### config.mk
export PLATFORM = sky130hd
export DESIGN_NAME = button_debouncer
export DESIGN_NICKNAME = d
export VERILOG_FILES = /design/src/rtl/btn_pkg.sv /design/src/rtl/debounce_channel.sv /design/src/rtl/button_debouncer.sv
export SDC_FILE = /design/constraint.sdc
export NUM_CORES = 1
export LEC_CHECK = 0
export ABC_CLOCK_PERIOD_IN_PS = 4400
export CAP_MARGIN = 30
export CORE_ASPECT_RATIO = 0.5
export CORE_MARGIN = 4
export CORE_UTILIZATION = 61
export DETAILED_ROUTE_END_ITERATION = 6
export PLACE_DENSITY = 0.81
export SLEW_MARGIN = 20
export SYNTH_ARGS = -nofsm -noshare
export SYNTH_HDL_FRONTEND = slang
export SYNTH_SLANG_ARGS = --single-unit
export TNS_END_PERCENT = 10
### constraint.sdc
create_clock -name clk_in -period 4.4 [get_ports clk_in]
set_input_delay 0.88 -clock clk_in [delete_from_list [all_inputs] [get_ports clk_in]]
set_output_delay 0.88 -clock clk_in [all_outputs]
set_load 0.01 [all_outputs]
### src/rtl/btn_pkg.sv
`default_nettype none
// ============================================================================
//  Module      : btn_pkg
//  Description : Shared FSM state type and default sizing for the push-button
//                debouncer.
//  Revision    : 1.0 - initial release
// ============================================================================
package btn_pkg;

    typedef enum logic [1:0] {
        STABLE_LO = 2'd0,
        COUNT_HI  = 2'd1,
        STABLE_HI = 2'd2,
        COUNT_LO  = 2'd3
    } btn_state_e;

    localparam int BTN_NUM_DEFAULT      = 4;
    localparam int BTN_DEBOUNCE_DEFAULT = 1000000;
    localparam int BTN_LONG_DEFAULT     = 100000000;

endpackage : btn_pkg
`default_nettype wire

### src/rtl/debounce_channel.sv
`default_nettype none
// ============================================================================
//  Module      : debounce_channel
//  Description : One button: synchroniser, debounce FSM and, when
//                BTN_DEBOUNCE_LONGPRESS_EN is defined, a long-press detector.
//  Revision    : 1.0 - initial release
// ============================================================================
module debounce_channel
    import btn_pkg::*;
#(
    parameter int SYNC_STAGES     = 2,
    parameter int DEBOUNCE_CYCLES = BTN_DEBOUNCE_DEFAULT,
    parameter int LONG_CYCLES     = BTN_LONG_DEFAULT
) (
    input  logic clk_in,
    input  logic reset,
    input  logic raw_i,
    output logic clean_o,
    output logic press_o,
    output logic long_o
);

    localparam int              CNT_W    = $clog2(DEBOUNCE_CYCLES);
    localparam logic [CNT_W-1:0] CNT_LAST = CNT_W'(DEBOUNCE_CYCLES - 1);

    if (SYNC_STAGES < 2 || SYNC_STAGES > 4 || DEBOUNCE_CYCLES < 2 || LONG_CYCLES < 1) begin : g_param_check
        $error("debounce_channel: illegal parameter set");
    end

    logic [SYNC_STAGES-1:0] sync_q;
    logic                   sync_lvl;
    btn_state_e             state_q;
    logic [CNT_W-1:0]       cnt_q;
    logic                   clean_q;
    logic                   press_q;

    // Plain flop chain: nothing may sit between stages.
    always_ff @(posedge clk_in or posedge reset) begin
        if (reset) begin
            sync_q <= '0;
        end else begin
            sync_q <= {sync_q[SYNC_STAGES-2:0], raw_i};
        end
    end

    assign sync_lvl = sync_q[SYNC_STAGES-1];

    always_ff @(posedge clk_in or posedge reset) begin
        if (reset) begin
            state_q <= STABLE_LO;
            cnt_q   <= '0;
            clean_q <= 1'b0;
            press_q <= 1'b0;
        end else begin
            press_q <= 1'b0;
            case (state_q)
                STABLE_LO: begin
                    cnt_q <= '0;
                    if (sync_lvl) begin
                        state_q <= COUNT_HI;
                        cnt_q   <= CNT_W'(1);
                    end
                end
                COUNT_HI: begin
                    if (!sync_lvl) begin
                        state_q <= STABLE_LO;
                        cnt_q   <= '0;
                    end else if (cnt_q == CNT_LAST) begin
                        state_q <= STABLE_HI;
                        clean_q <= 1'b1;
                        press_q <= 1'b1;
                        cnt_q   <= '0;
                    end else begin
                        cnt_q <= cnt_q + CNT_W'(1);
                    end
                end
                STABLE_HI: begin
                    cnt_q <= '0;
                    if (!sync_lvl) begin
                        state_q <= COUNT_LO;
                        cnt_q   <= CNT_W'(1);
                    end
                end
                COUNT_LO: begin
                    if (sync_lvl) begin
                        state_q <= STABLE_HI;
                        cnt_q   <= '0;
                    end else if (cnt_q == CNT_LAST) begin
                        state_q <= STABLE_LO;
                        clean_q <= 1'b0;
                        cnt_q   <= '0;
                    end else begin
                        cnt_q <= cnt_q + CNT_W'(1);
                    end
                end
                default: begin
                    state_q <= STABLE_LO;
                    cnt_q   <= '0;
                end
            endcase
        end
    end

    assign clean_o = clean_q;
    assign press_o = press_q;

`ifdef BTN_DEBOUNCE_LONGPRESS_EN
    localparam int               HOLD_W   = $clog2(LONG_CYCLES + 1);
    localparam logic [HOLD_W-1:0] HOLD_MAX = HOLD_W'(LONG_CYCLES);

    logic [HOLD_W-1:0] hold_q;
    logic              long_q;

    // Saturation at HOLD_MAX is what limits the strobe to once per hold.
    always_ff @(posedge clk_in or posedge reset) begin
        if (reset) begin
            hold_q <= '0;
            long_q <= 1'b0;
        end else begin
            long_q <= 1'b0;
            if (state_q == STABLE_HI && sync_lvl) begin
                if (hold_q != HOLD_MAX) begin
                    hold_q <= hold_q + HOLD_W'(1);
                    long_q <= (hold_q == HOLD_MAX - HOLD_W'(1));
                end
            end else begin
                hold_q <= '0;
            end
        end
    end

    assign long_o = long_q;
`else
    assign long_o = 1'b0;
`endif

endmodule : debounce_channel
`default_nettype wire

### src/rtl/button_debouncer.sv
`default_nettype none
// ============================================================================
//  Module      : button_debouncer
//  Description : NUM_BTN independent synchronise-and-debounce channels.
//                Long-press strobes need BTN_DEBOUNCE_LONGPRESS_EN.
//  Revision    : 1.0 - initial release
// ============================================================================
module button_debouncer
    import btn_pkg::*;
#(
    parameter int NUM_BTN         = BTN_NUM_DEFAULT,
    parameter int SYNC_STAGES     = 2,
    parameter int DEBOUNCE_CYCLES = BTN_DEBOUNCE_DEFAULT,
    parameter int LONG_CYCLES     = BTN_LONG_DEFAULT
) (
    input  logic               clk_in,
    input  logic               reset,
    input  logic [NUM_BTN-1:0] btn_raw,
    output logic [NUM_BTN-1:0] btn_clean,
    output logic [NUM_BTN-1:0] btn_press_pulse,
    output logic [NUM_BTN-1:0] btn_long
);

    for (genvar i = 0; i < NUM_BTN; i++) begin : g_chan
        debounce_channel #(
            .SYNC_STAGES     (SYNC_STAGES),
            .DEBOUNCE_CYCLES (DEBOUNCE_CYCLES),
            .LONG_CYCLES     (LONG_CYCLES)
        ) u_chan (
            .clk_in  (clk_in),
            .reset   (reset),
            .raw_i   (btn_raw[i]),
            .clean_o (btn_clean[i]),
            .press_o (btn_press_pulse[i]),
            .long_o  (btn_long[i])
        );
    end

endmodule : button_debouncer
`default_nettype wire

### Yosys cells after proc, flatten, opt, wreduce, memory -nomap -nowiden

Cells that the tools add are included.

| cells by class | value |
|---|---|
| $add $sub $neg | 4 |
| multipliers | 0 |
| divide/modulo/power cells | 0 |
| $lt $le $gt $ge | 0 |
| equal/unequal tests | 48 |
| shift operators | 0 |
| multiplexer cells | 84 |
| bitwise gates (word level) | 0 |
| reduce and logical (&&, ||, !) cells | 16 |

Operators by type and width:

| kind | number |
|---|---|
| $pmux 20 s4 | 4 |
| $mux 20 | 12 |
| $add 20x1->20 const B | 4 |
| $eq 20x20->1 const B | 4 |
| $mux 2 | 24 |
| $mux 1 | 36 |
| $ne 2x1->1 const B | 16 |
| $pmux 2 s4 | 4 |
| $reduce_and 5->1 | 4 |
| $eq 2x2->1 const B | 8 |
| $ne 2x2->1 const B | 8 |
| $reduce_and 4->1 | 4 |
| $ne 3x1->1 const B | 4 |
| $ne 3x3->1 const B | 4 |
| $eq 2x1->1 const B | 4 |
| $logic_not 2->1 | 4 |
| $pmux 1 s2 | 4 |
| $reduce_bool 2->1 | 4 |

| word-level totals | value |
|---|---|
| flip-flop bits (word level) | 104 |
| bits in latches | 0 |
| memory bits (writable) | 0 |
| bits in read-only memories | 0 |
| bits of input ports | 6 |
| output and inout bits | 12 |
| word-level logic and storage cells | 172 |
| memories | 0 |

### Logic depth before layout (Yosys ltp)

| depth | value |
|---|---|
| word-level depth | 4 |
| mapped depth | 7 |

### Hierarchy

Synthesis repeated with hierarchy kept, for this count alone.

| second synthesis, totals | value |
|---|---|
| cell total of the unflattened synthesis | 499 |
| area total of the unflattened synthesis | 5144.9 µm² |

By module, submodules not included:

| module | instances | cells each | area each (µm²) | seq. area each (µm²) |
|---|---|---|---|---|
| debounce_channel at g_chan[0].u_chan ... | 3 | 124 | 1282.5 | 650.6 |
| debounce_channel at g_chan[3].u_chan | 1 | 127 | 1297.5 | 650.6 |

### Worst setup path before layout

Ideal clock, no wire load.

| timing | value |
|---|---|
| path type | flip-flop to flip-flop |
| start point | register g_chan[1].u_chan.cnt_q[13] |
| end point | register (tool-made name) |
| library setup time | 125 ps |
| arrival | 1937 ps |
| required time | 4275 ps |
| setup slack | 2338 ps |
| stages on the path, launching flop included | 5 |
| cells stage by stage | dfrtp_1 -> or4b_1 -> or4_4 -> nor3_4 -> mux2_2 |

RTL lines:

| what | RTL line | RTL |
|---|---|---|
| start: declaration | debounce_channel.sv:33 | `logic [CNT_W-1:0] cnt_q;` |
| start signal: assignment | debounce_channel.sv:74 | `cnt_q <= cnt_q + CNT_W'(1);` |
| start signal: assignment | debounce_channel.sv:93 | `cnt_q <= cnt_q + CNT_W'(1);` |

### Worst setup path after layout

| timing | value |
|---|---|
| start point | register g_chan[2].u_chan.cnt_q[0] |
| end point | register g_chan[2].u_chan.cnt_q[12] |

| on the way | value |
|---|---|
| word-level cells in the longest chain between the ends | 4 |
| elaborated cells between the ends (all ways) | 6 |
| those cells by class | add/sub (1); eq/ne (1); mux (4) |

Ends and longest elaborated chain:

| what | RTL line | RTL |
|---|---|---|
| start: declaration | debounce_channel.sv:33 |  |
| start signal: assignment | debounce_channel.sv:74 |  |
| start signal: assignment | debounce_channel.sv:93 |  |
| $add 20x1->20 / $eq 20x20->1 (equally long branches) | n/a |  |
| $mux 20 (*) | debounce_channel.sv:68, debounce_channel.sv:88 |  |
| $mux 20 (on tied branches) | debounce_channel.sv:85, debounce_channel.sv:65 |  |
| $pmux 20 s4 (*) | debounce_channel.sv:56 | `case (state_q)` |

Mark *: on every way between the ends. The rest lies on a longest branch, timed or not.
A chain may end at the register's enable or synchronous reset.

==> metrics.sh <==
SYNTH_FF_TYPE='sky130_fd_sc_hd__dfrtp_1'
DIE_Y_UM=72.6
VIAS_PER_CELL=5.71
FP.DIEW_UM=137
DESIGN.CORE.AREA_UM2=8060
SYNTH_AREA_UM2=5090
GRT_FIRST_PASS_WIRELENGTH_UM=15600
LAYOUT_COMMONEST_CELL='sky130_fd_sc_hd__dfrtp_1'
CTS_INSERTED_BUFFERS=9
PORTION_OF_THE_POST_SYNTHESIS_AREA_USED_BY_SEQUENTIAL_ELEMENTS_PCT=51.1
MAX_FREQ_MHz=433
WORSTPATHARRIVAL_NS=2.51
GRT_MAX_DEGREE=66
NETLIST.AREA_LEADER.SHARE_PCT=51.1
NUM-FILL-CELLS=604
RUN_STATUS='finished clean'
PLACEDCELLCOUNT=613
HOLD_BUFFERS=0
TIMING.SETUP.TNS_NS=0
CLOCK_SINKS=104
TIMING.CRITICAL_PATH.SLOWEST_STAGE_CELL='sky130_fd_sc_hd__nor4_2'
TIMING.FINAL.HOLD_VIOLATIONS=0
DRC=0
HOLD_PATH_CLASS='reg2reg'
CTSLONGESTPATHBUFFERS=2
NETLIST_TOP_CELLS_AREA='sky130_fd_sc_hd__dfrtp_1 51%, sky130_fd_sc_hd__xnor2_1 6.7%, sky130_fd_sc_hd__nor2_1 4.8%, sky130_fd_sc_hd__nand3_1 2.9%, sky130_fd_sc_hd__a21oi_1 2.7%'
DATA_REQUIRED_TIME_OF_THE_WORST_PATH_NS=4.60
WORST_SKEW_PAIR.LATE_LATENCY_NS=0.34
OVERALL_DIE_AREA_UM2=9960
ROUTE.ANTENNA.REMAINING_NETS=0
GLOBAL_ROUTE.USAGE.TOTAL_PCT=19.5
END_KIND='flop'
NETS=522
POWER_DENSITY_nW_PER_UM2=319
SYN_AREA_PER_CELL_UM2=10.0
SLEW-LIMIT-HEADROOM_PCT=48.0
MAX_STAGE_DELAY_NS=0.60
NUM_ROWS=23
MIN_PERIOD_NS=2.31
WIRELENGTH_UM=8820
LAYOUT-DRIVE-GT1-SHARE_PCT=6.77
POST_SYNTH_INST_COUNT=508
DRT-WIRELENGTH-PER-CELL_UM=14.0
WORSTPATHCELLLIST='ha_1, nand3_1, nor4_2, a211o_1, nor2_1'
FINAL_MAX_SLEW_VIOL_COUNT=0
YS_TYPES=55
TIGHTEST_SLEW_NS=0.781
DIODES=0
FINAL.SETUP_SKEW_NS=0.00789
YOSYS_REGISTER_BITS=104
FINALHOLDWORSTSLACK_NS=0.351
AREA_GROWTH_FROM_SYNTHESIS_TO_LAYOUT_PCT=8.04
POST_LAYOUT_NONFILLER_INSTANCES=629
GP_CONGESTION=0.816
GLOBALROUTEOVERFLOWTOTAL=0
DR_TOTAL_VIAS=3594
INITIALDRTVIOLATIONCOUNT=180
SETUP_VIOL=0
PORT-BUFFER-COUNT=13
DR.PASS1.ITERS=4
FIN_CRIT_SH_PCT=52.4
ANTENNA_VIOLATIONS_BEFORE_REPAIR=0
CRITPATHLAUNCHTYPE='flop'
TRITONCTS='yes'
CRITPATHMAXFANOUT=19
CAP_VIOLATIONS=0
SETUP.WORST_PATH.CLASS='reg2reg'
CTSROOTBUFFERMASTER='sky130_fd_sc_hd__clkbuf_16'
POSTSYNTH.ASYNCRESETSHARE_PCT=100
POST_CTS_RESIZE_COUNT=0
SYNTH.YOSYS.WARNINGS=0
HPWLAFTERDP_UM=6070
HTREEDEPTH=3
CLK_TRANSITION_REPORTED_PATHS_NS=0.07
CTS_POST_SETUP_BUFFERS_INSERTED=0
MAX-VDD-IR-DROP_mV=0.199
VIA_COUNT_OF_THE_FIRST_GLOBAL_ROUTING_PASS=3454
DESIGN.PORTCOUNT=18
POWER.LEAKAGE_uW=0.00210
RSZ0062_AT_GRT='false'
NUMBER_OF_ENABLE_TYPE_REGISTER_CELLS_IN_THE_SYNTHESIZED_NETLIST=0
FLOORPLAN.INITIALDENSITY_PCT=63.2
TOP_LIBRARY_CELLS_BY_USAGE_IN_THE_LAYOUT_FILL_AND_TAPS_ASIDE='104 x sky130_fd_sc_hd__dfrtp_1, 65 x sky130_fd_sc_hd__nor2_1, 39 x sky130_fd_sc_hd__xnor2_1'
SYNTH_TOP_CELL_BY_AREA='sky130_fd_sc_hd__dfrtp_1'
[flip-flops by register name (all words and copies together), names as in the netlist, named ones only]
register	cells
g_chan.u_chan.state_q	4
g_chan.u_chan.cnt_q	80
g_chan.u_chan.press_o	4
g_chan.u_chan.sync_q	8
g_chan.u_chan.clean_o	4
[final timing paths]
check | start | to | slack [ns] | cells past startpoint
worst max register to register | g_chan[2].u_chan.cnt_q[0]$_DFF_PP0_ | g_chan[2].u_chan.cnt_q[12]$_DFF_PP0_ | 2.09 | 5
worst min-delay path | g_chan[2].u_chan.sync_q[0]$_DFF_PP0_ | g_chan[2].u_chan.sync_q[1]$_DFF_PP0_ | 0.35 | 0
worst min register to register | g_chan[2].u_chan.sync_q[0]$_DFF_PP0_ | g_chan[2].u_chan.sync_q[1]$_DFF_PP0_ | 0.35 | 0
worst max-delay path | g_chan[2].u_chan.cnt_q[0]$_DFF_PP0_ | g_chan[2].u_chan.cnt_q[12]$_DFF_PP0_ | 2.09 | 5
max in group asynchronous | reset | g_chan[1].u_chan.cnt_q[5]$_DFF_PP0_ | 2.58 | 3
min in group asynchronous | reset | g_chan[0].u_chan.cnt_q[18]$_DFF_PP0_ | 1.03 | 2
[power by group]
group | internal, uW | leakage, uW | switching, uW
logic | 15.3 | 0.000568 | 41.1
registers | 966 | 0.00142 | 11.2
clock network | 385 | 0.000119 | 335
[kinds of logic (layout without fill, tap and decap cells)]
| kind of cell | after synthesis | after routing | synth area share (%) |
|---|---|---|---|
| compound gates | 71 | 71 | 9.02 |
| xor+xnor | 51 | 51 | 8.78 |
| fa+ha+maj | 4 | 4 | 0.983 |
| buf+inv | 50 | 56 | 4.94 |
| flops | 104 | 104 | 51.1 |
| mux | 4 | 4 | 0.860 |
| other cells | 1 | 4 | 0.0737 |
| simple gates | 223 | 223 | 24.2 |
[layout make-up]
| cell class | instances | area [um^2] | area share [%] |
|---|---|---|---|
| multi-input combinational | 357 | 2250 | 40.9 |
| inverter | 25 | 96.3 | 1.75 |
| tap | 112 | 140 | 2.55 |
| sequential | 104 | 2600 | 47.3 |
| clock buffer | 12 | 236 | 4.30 |
| clock inverter | 4 | 31.3 | 0.569 |
| timing repair buffer | 15 | 145 | 2.64 |
[worst max-delay path, delay by kind of cell (launching register included)]
family / cells / cell delay, ns
simple gates: 3 / 0.94
compound gates: 1 / 0.60
flops: 1 / 0.41
fa+ha+maj: 1 / 0.21
[synth_stat cells, types with 2 or more instances]
master / count
sky130_fd_sc_hd__or3_2: 2
sky130_fd_sc_hd__a21o_1: 2
sky130_fd_sc_hd__a41oi_1: 3
sky130_fd_sc_hd__nor2_1: 65
sky130_fd_sc_hd__and4_1: 9
sky130_fd_sc_hd__and2_1: 2
sky130_fd_sc_hd__a21oi_1: 27
sky130_fd_sc_hd__nor3_1: 13
sky130_fd_sc_hd__or4_1: 12
sky130_fd_sc_hd__clkbuf_1: 5
sky130_fd_sc_hd__o31ai_1: 9
sky130_fd_sc_hd__buf_2: 6
sky130_fd_sc_hd__xnor2_1: 39
sky130_fd_sc_hd__nand2_1: 27
sky130_fd_sc_hd__dfrtp_1: 104
sky130_fd_sc_hd__ha_1: 4
sky130_fd_sc_hd__mux2_2: 3
sky130_fd_sc_hd__o21ai_4: 2
sky130_fd_sc_hd__inv_1: 25
sky130_fd_sc_hd__xor2_1: 12
sky130_fd_sc_hd__nand3_1: 29
sky130_fd_sc_hd__buf_4: 13
sky130_fd_sc_hd__nand4_1: 11
sky130_fd_sc_hd__nor4b_1: 3
sky130_fd_sc_hd__nor3b_1: 2
sky130_fd_sc_hd__o41ai_1: 2
sky130_fd_sc_hd__o21ai_0: 15
sky130_fd_sc_hd__or4_4: 3
sky130_fd_sc_hd__a211oi_1: 2
sky130_fd_sc_hd__nor4_1: 13
sky130_fd_sc_hd__or3_1: 18
sky130_fd_sc_hd__a211o_1: 3
[metal layers]
| layer | vias up | global-route usage (%) | wire, um |
|---|---|---|---|
| li1 | 1798 | - | - |
| met1 | 1750 | 26.1 | 4260 |
| met2 | 38 | 31.6 | 4250 |
| met3 | 8 | 5.23 | 228 |
| met4 | 0 | 5.97 | 77 |
| met5 | - | 0 | 0 |
[per-stage QoR]
step / instance area, um^2 / power, uW / utilization [%] / setup WS [ns]
after floorplan: 5100 / 1040 / - / 0.788
after global placement: 5230 / 1050 / 64.9 / 2.18
after detailed placement: 5230 / 1050 / 64.9 / 2.14
after CTS: 5500 / 1780 / 68.2 / 2.08
after global routing: 5500 / 1830 / 68.2 / 1.84
final: 5500 / 1750 / 68.2 / 2.09
Power figures use the tool's default switching activity.
